[config.mk]
export PLATFORM = sky130hd
export DESIGN_NAME = flag_change_fifo
export DESIGN_NICKNAME = d
export VERILOG_FILES = /design/src/rtl/flag_change_pkg.sv /design/src/rtl/sync_fifo_fwft.sv /design/src/rtl/flag_change_fifo.sv
export SDC_FILE = /design/constraint.sdc
export NUM_CORES = 1
export LEC_CHECK = 0
export CAP_MARGIN = 15
export CORE_ASPECT_RATIO = 0.75
export CORE_MARGIN = 8
export CORE_UTILIZATION = 43
export DETAILED_ROUTE_END_ITERATION = 6
export SLEW_MARGIN = 20
export SYNTH_ARGS = -nofsm -noshare
export SYNTH_HDL_FRONTEND = slang
export SYNTH_HIERARCHICAL = 1
export SYNTH_SLANG_ARGS = --single-unit
[constraint.sdc]
create_clock -name CLK -period 3 [get_ports CLK]
set_input_delay 0.6 -clock CLK [delete_from_list [all_inputs] [get_ports CLK]]
set_output_delay 0.6 -clock CLK [all_outputs]
set_load 0.01 [all_outputs]
[src/rtl/flag_change_pkg.sv]
// Shared constants and types for the flag change-capture FIFO.
// The FIFO entry is the {multi, flags} snapshot taken when the snapshot changes.
package flag_change_pkg;

  localparam int WIDTH_DEFAULT = 10;
  localparam int DEPTH_DEFAULT = 4;
  localparam int FLAG_W        = 7;
  localparam int MULTI_W       = 3;
  localparam int CNT_W         = 8;

  localparam logic [CNT_W-1:0] CNT_MAX = 8'd255;

  typedef enum logic {
    INIT = 1'b0,
    RUN  = 1'b1
  } state_t;

endpackage

[src/rtl/sync_fifo_fwft.sv]
// Single-clock first-word-fall-through FIFO with a separate occupancy counter.
// A push while full is accepted only when a pop frees a slot in the same cycle.
module sync_fifo_fwft #(
  parameter int DEPTH = 4,
  parameter int WIDTH = 10
) (
  input  logic             CLK,
  input  logic             RST,
  input  logic             push,
  input  logic [WIDTH-1:0] push_data,
  input  logic             pop,
  output logic [WIDTH-1:0] data,
  output logic             empty,
  output logic             full
);

  localparam int AW = $clog2(DEPTH);

  logic [WIDTH-1:0] r_mem [DEPTH];
  logic [AW-1:0]    r_wr_ptr;
  logic [AW-1:0]    r_rd_ptr;
  logic [AW:0]      r_count;

  logic w_push;
  logic w_pop;

  assign empty  = (r_count == '0);
  assign full   = (r_count == (AW+1)'(DEPTH));
  assign w_pop  = pop && !empty;
  assign w_push = push && (!full || w_pop);

  // Pointers wrap naturally because DEPTH is a power of two.
  always_ff @(posedge CLK) begin
    if (RST) begin
      r_wr_ptr <= '0;
      r_rd_ptr <= '0;
      r_count  <= '0;
    end else begin
      if (w_push) r_wr_ptr <= r_wr_ptr + AW'(1);
      if (w_pop)  r_rd_ptr <= r_rd_ptr + AW'(1);
      case ({w_push, w_pop})
        2'b10:   r_count <= r_count + (AW+1)'(1);
        2'b01:   r_count <= r_count - (AW+1)'(1);
        default: r_count <= r_count;
      endcase
    end
  end

  // NOTE: storage is deliberately left unreset; the empty mask on data hides stale words.
  always_ff @(posedge CLK) begin
    if (w_push && !RST) r_mem[r_wr_ptr] <= push_data;
  end

  assign data = empty ? '0 : r_mem[r_rd_ptr];

endmodule

[src/rtl/flag_change_fifo.sv]
// Captures every change of the {MULTI_IN, FLAGS_IN} snapshot into a FWFT FIFO,
// with a sticky overflow flag and a saturating change counter.
module flag_change_fifo
  import flag_change_pkg::*;
#(
  parameter int DEPTH = DEPTH_DEFAULT,
  parameter int WIDTH = WIDTH_DEFAULT
) (
  input  logic               CLK,
  input  logic               RST,
  input  logic [FLAG_W-1:0]  FLAGS_IN,
  input  logic [MULTI_W-1:0] MULTI_IN,
  output logic [WIDTH-1:0]   OUT_DATA,
  output logic               OUT_VALID,
  input  logic               OUT_READY,
  output logic               OVERFLOW,
  output logic [CNT_W-1:0]   CHANGE_CNT
);

  state_t           r_state;
  state_t           w_next_state;
  logic [WIDTH-1:0] r_prev;
  logic             r_overflow;
  logic [CNT_W-1:0] r_change_cnt;

  logic [WIDTH-1:0] w_snap;
  logic [WIDTH-1:0] w_fifo_data;
  logic             w_change;
  logic             w_push;
  logic             w_drop;
  logic             w_pop;
  logic             w_empty;
  logic             w_full;

  assign w_snap = {MULTI_IN, FLAGS_IN};
  assign w_pop  = OUT_READY && !w_empty;

  always_ff @(posedge CLK) begin
    if (RST) r_state <= INIT;
    else     r_state <= w_next_state;
  end

  always_comb begin
    w_next_state = r_state;
    if (r_state == INIT) w_next_state = RUN;
  end

  // NOTE: every signal written here gets a default first so no latch can be inferred.
  always_comb begin
    w_change = 1'b0;
    w_push   = 1'b0;
    w_drop   = 1'b0;
    if (r_state == RUN && w_snap != r_prev) begin
      w_change = 1'b1;
      w_push   = !w_full || w_pop;
      w_drop   = w_full && !w_pop;
    end
  end

  // PREV tracks the snapshot every cycle, including INIT, so INIT only primes it.
  always_ff @(posedge CLK) begin
    if (RST) begin
      r_prev       <= '0;
      r_overflow   <= 1'b0;
      r_change_cnt <= '0;
    end else begin
      r_prev <= w_snap;
      if (w_drop) r_overflow <= 1'b1;
      if (w_change && r_change_cnt != CNT_MAX) r_change_cnt <= r_change_cnt + CNT_W'(1);
    end
  end

  sync_fifo_fwft #(
    .DEPTH (DEPTH),
    .WIDTH (WIDTH)
  ) u_fifo (
    .CLK       (CLK),
    .RST       (RST),
    .push      (w_push),
    .push_data (w_snap),
    .pop       (w_pop),
    .data      (w_fifo_data),
    .empty     (w_empty),
    .full      (w_full)
  );

  assign OUT_DATA   = w_fifo_data;
  assign OUT_VALID  = !w_empty;
  assign OVERFLOW   = r_overflow;
  assign CHANGE_CNT = r_change_cnt;

endmodule

### Word level (Yosys, flattened, before mapping)

Memory sizes are Yosys's and may differ from the RTL's. A register that Yosys moved wholly into a read port is not among the register bits.
Cells that the tools add are included.

* add/subtract/negate cells: 5
* $mul: 0
* divide/modulo/power cells: 0
* magnitude comparators: 0
* eq/ne operators: 5
* shift operators: 0
* mux-type cells: 10
* bitwise logic cells: 0
* reductions and logical operators: 15

Operator list (count)
* $mux W10: 1
* $ne A10 B10 Y1: 1
* $add A8 B1 Y8 const B: 1
* $ne A8 B8 Y1 const B: 1
* $logic_and A1 B1 Y1: 7
* $mux W1: 6
* $pmux W3 S2: 1
* $add A2 B1 Y2 const B: 2
* $logic_not A1 Y1: 4
* $mux W2: 2
* $add A3 B1 Y3 const B: 1
* $eq A3 B3 Y1 const B: 1
* $logic_not A3 Y1: 1
* $sub A3 B1 Y3 const B: 1
* $eq A2 B1 Y1 const B: 1
* $eq A2 B2 Y1 const B: 1
* $logic_or A1 B1 Y1: 2
* $reduce_bool A2 Y1: 1

* register bits: 27
* bits in latches: 0
* memory bits (writable): 40
* memory bits (read-only): 0
* input bits: 13
* output and inout port bits: 20
* logic and storage cells: 43
* memories kept: 1

Memories
* u_fifo.r_mem: words 4, bits a word 10, read ports 1, clocked after memory_dff 1, write ports 1, line sync_fifo_fwft.sv:19 `logic [WIDTH-1:0] r_mem [DEPTH];`

### Longest topological paths before layout

* depth after elaboration: 9
* gate-level depth with buffers: 14
* mapped depth without buffers: 11

### Modules after synthesis

The synthesis kept the hierarchy.

By module, submodules not included
* sync_fifo_fwft: instances 1, cells each 128, area each 2065.7 sq um, sequential area each 1381.3 sq um
* flag_change_fifo: instances 1, cells each 93, area each 884.6 sq um, sequential area each 400.4 sq um

### Worst setup path after synthesis

OpenSTA, ideal clock, no wires.

* path kind: input-to-reg
* from: input FLAGS_IN[0]
* to: register u_fifo.r_count[2]
* arrival time: 2.601 ns
* slack: 0.268 ns
* stages on the path: 12
* buffers on the path: 2
* cell sequence: xnor2_1 -> nand4_1 -> o41ai_4 -> buf_6 -> nor2_1 -> buf_2 -> nor2b_2 -> nand2_1 -> fa_1 -> nand2b_1 -> o211ai_1 -> a31oi_1

* longest elaborated chain between the ends: 6

Ends and longest elaborated chain
* start, declared: line flag_change_fifo.sv:11 `input logic [FLAG_W-1:0] FLAGS_IN,`
* $ne A10 B10 Y1 *: line flag_change_fifo.sv:53 `if (r_state == RUN && w_snap != r_prev) begin`
* $logic_and A1 B1 Y1 *: line flag_change_fifo.sv:53
* $mux W1 *: line flag_change_fifo.sv:53
* named net w_push: line flag_change_fifo.sv:29 `logic w_push;`
* $logic_and A1 B1 Y1 *: line sync_fifo_fwft.sv:30 `assign w_push = push && (!full || w_pop);`
* $eq A2 B1 Y1 or $eq A2 B2 Y1 (tied branches): line sync_fifo_fwft.sv:41 `case ({w_push, w_pop})`
* $pmux W3 S2 or $reduce_bool A2 Y1 (tied branches)
* end signal, assigned: line sync_fifo_fwft.sv:42 `2'b10: r_count <= r_count + (AW+1)'(1);`
* end signal, assigned: line sync_fifo_fwft.sv:43 `2'b01: r_count <= r_count - (AW+1)'(1);`
* end signal, assigned: line sync_fifo_fwft.sv:44 `default: r_count <= r_count;`
* end, declared: line sync_fifo_fwft.sv:22 `logic [AW:0] r_count;`

The timed path passes the listed nets; every way through them passes the cells marked *.
A chain may end at the register's enable or synchronous reset.

==> metrics.md <==
| Metric | Value |
|---|---|
| Outcome | `finished, final reports clean` |
| Final nets | `roughly 300` |
| Syn nets | `240` |
| Rows | `26` |
| Main synth FF type | `edfxtp_1` |
| DR vias | `1839` |
| Worst hold margin | `0.504 ns` |
| Synth warnings | `6` |
| Placement-stage cell area | `3490 um2` |
| Mapped Cells | `between 200 and 250` |
| Post-DP HPWL | `3970 um` |
| Final Util | `0.555` |
| Arrival time at the worst endpoint | `2.23 ns` |
| Resize count post-CTS | `0` |
| Die Y | `around 88 um` |
| Post-synth cell types | `44` |
| Met1 Wirelength | `2520 um` |
| HP Class | `reg2reg` |
| Synth area leaders | `edfxtp_1 41%, dfxtp_1 20%, mux4_2 7.6%, xnor2_1 3.3%, and2_1 3.0%` |
| Core area | `6730 um2` |
| Drt total wl | `5590 um` |
| Adder-cell share of the synthesized area | `0.0280` |
| Vias in the first global route | `1836` |
| Max Buffers Root-to-Sink | `2` |
| WL met2 | `2600 um` |
| Total power | `approximately 2200 uW` |
| Multi-input gate area | `1070 um2` |
| Power Dens Cells | `approximately 600 nW/um2` |
| Drt first-iter violations | `51` |
| Iteration count of the initial detailed-routing pass | `5` |
| Antenna Cells | `0` |
| Placed cell count | `roughly 350` |
| Worst-path fanout max | `7` |
| Max incr delay on CP | `0.52 ns` |
| Net Sw Power | `490 uW` |
| Largest net degree at the start of global routing | `29` |
| Final hold vios | `0` |
| Vias per cell | `5.04` |
| Finished Layout Cells | `approximately 370` |
| Number of remaining DRC errors | `0` |
| Layout cells sized above 1 | `0.206` |
| CP max-delay cell | `mux4_2` |
| Max Used Layer | `met4` |
| Switch share | `0.219` |
| Die area | `approximately 10000 um2` |
| RSZ-0062 raised after global routing | `false` |
| Avg Cell Area, Syn | `roughly 13 um2` |
| Number of synthesized flops with an enable pin | `40` |
| Final Max Slew Viols | `0` |
| Inserted Clock Buffers | `9` |
| Flop pwr share | `0.472` |
| Hold_buf cts | `0` |
| Main combinational cell family by area after synthesis | `simple AND/OR/NAND/NOR gates` |
| Critical path class | `reg2out` |
| Clk sink count | `approximately 70` |
| Compound-gate portion of the synthesized area | `0.0657` |
| Fmax | `353 MHz` |
| Initial core utilization | `0.438` |
| Clock Latency Late Sink | `0.34 ns` |
| Global-route wire length before repair | `a little over 9000 um` |
| CP required | `2.40 ns` |
| Clock-pin slew on the worst setup and hold paths | `0.07 ns` |
| Area Growth Syn to Fin | `26.7%` |
| Clk pwr share | `0.415` |
| Multiplexer share of the synthesized area | `0.0908` |
| Seq. cell area | `1780 um2` |
| Share of the synthesized area in the top cell type | `0.407` |
| Internal cell power | `1750 uW` |
| Fin crit period | `2.83 ns` |
| Worst setup SP type | `flop` |
| Post-CTS Setup Inserts | `0` |
| Initial antenna violation count | `0` |
| CTS tree | `built` |
| Max-Cap Viols | `0` |
| Die W | `112 um` |
| Max transition margin | `0.653` |
| GPL Wtd Cong | `0.812` |
| Setup Viol. Count Final | `0` |
| Grt total ovfl | `0` |
| LEAKAGE | `0.00131 uW` |
| Seq/Total Area, Yosys | `0.604` |
| Simple-gate share of the synthesized area | `0.133` |
| Clk root buf | `clkbuf_8` |
| PortBufs | `32` |
| Average wire per standard cell | `about 15 um` |
| Async SR Flop Fraction | `0` |
| Crit path capture type | `primary output` |
| CP bufs+invs | `2` |
| Antenna viol nets, final | `0` |
| H-tree depth | `3` |
| #FFs+latches synth | `between 60 and 70` |
| I/O pins | `33` |
| Layout fillers | `568` |
| VDD IR max | `0.000269 V` |
| Xor-xnor portion of the synthesized cell area | `0.0445` |
| Metal3 WL | `338 um` |
| Worst path top cell family by delay | `buffers and inverters` |
| Cell Chain, Critical Path | `buf_4 -> mux4_2 -> and2_1 -> clkdlybuf4s50_1` |
| Clk_skew | `0.00589 ns` |
| Top cell type by total area after synthesis | `edfxtp_1` |
| Final instance area | `3740 um2` |
| Worst slew pin tran | `0.520 ns` |
| Post-Syn Area | `2950 um2` |
| Combinational Power Share | `0.113` |
| Total GRT Usage | `0.122` |
| Tcrit/Tclk final | `0.943` |
[power groups by stage]
stage               Combinational, uW  Clock, uW  Sequential, uW
finish                            252        929            1060
global route                      279        987            1060
CTS                               257        954            1060
detailed placement                255          0            1080
global placement                  255          0            1080
floorplan                         141          0            1070
[flip-flops by register name, summed over array words and instances, names as in the netlist, named ones only]
register	count
u_fifo/r_count	3
r_prev	10
r_state	1
u_fifo/r_rd_ptr	2
CHANGE_CNT	8
OVERFLOW	1
u_fifo/r_wr_ptr	2
u_fifo/r_mem	40
[worst min-delay path, cell delays in order (launching register included)]
cell and delay (ns):
dfxtp_1 0.34, nand2_1 0.06, mux2i_1 0.05
[cell type report]
| class | count | area share |
|---|---|---|
| well taps | 84 | 0.0281 |
| repair buffers | 55 | 0.132 |
| clock buffers | 11 | 0.0378 |
| multi-input cells | 130 | 0.286 |
| clock inverters | 5 | 0.0285 |
| flip-flops and latches | 69 | 0.477 |
| inverters | 11 | 0.0110 |
[cells in the final DEF, fill, tap and decap left out, types with 3 or more instances in the layout]
| master | n |
|---|---|
| a21oi_1 | 7 |
| and2_1 | 14 |
| buf_4 | 23 |
| bufinv_16 | 3 |
| clkbuf_8 | 10 |
| clkdlybuf4s50_1 | 32 |
| dfxtp_1 | 29 |
| edfxtp_1 | 40 |
| ha_1 | 5 |
| inv_1 | 10 |
| mux4_2 | 10 |
| nand2_1 | 11 |
| nand3_1 | 4 |
| nor2_1 | 14 |
| nor2b_1 | 13 |
| o31ai_1 | 3 |
| xnor2_1 | 11 |
| xor2_1 | 4 |
[kinds of logic after synthesis]
kind of cell	after synthesis
buf+inv	22
flops	69
mux	14
xor+xnor	15
simple gates	72
fa+ha+maj	6
compound gates	23
[stage by stage]
step	setup TNS, ns	setup WS (ns)
2_1_floorplan	0	0.268
5_1_grt	0	0.0364
3_5_place_dp	-0.627	-0.0370
6_report	0	0.170
4_1_cts	0	0.112
3_3_place_gp	-0.598	-0.0307
[synth_stat cells (2+ instances only)]
| cell type | count |
|---|---|
| edfxtp_1 | 40 |
| dfxtp_1 | 29 |
| and2_1 | 14 |
| nor2_1 | 14 |
| nor2b_1 | 13 |
| nand2_1 | 11 |
| xnor2_1 | 11 |
| inv_1 | 10 |
| mux4_2 | 10 |
| a21oi_1 | 7 |
| ha_1 | 5 |
| nand3_1 | 4 |
| xor2_1 | 4 |
| buf_2 | 3 |
| clkbuf_1 | 3 |
| o31ai_1 | 3 |
| clkbuf_2 | 2 |
| mux2_2 | 2 |
| mux2i_1 | 2 |
| nand4_1 | 2 |
| nor3_1 | 2 |
| o211ai_1 | 2 |
| o21ai_0 | 2 |
| o21bai_1 | 2 |
| o41ai_4 | 2 |
| or2_2 | 2 |
| or3_1 | 2 |
| or4_1 | 2 |
[worst paths after layout]
check	cells after the start	end	start	slack, ns
max	4	OUT_DATA[1]	flop	0.17
min	2	CHANGE_CNT[1]	CHANGE_CNT[1]	0.50
max reg2reg	10	u_fifo/r_mem[0][3]	u_fifo/r_count[1]	0.50
min reg2reg	2	CHANGE_CNT[1]	CHANGE_CNT[1]	0.50
[layer usage]
metal	global-route usage	up-vias
met5	0	-
met3	0.0434	12
met2	0.184	48
met1	0.149	881
met4	0.0742	0
li1	-	898
Power figures use the tool's default switching activity.
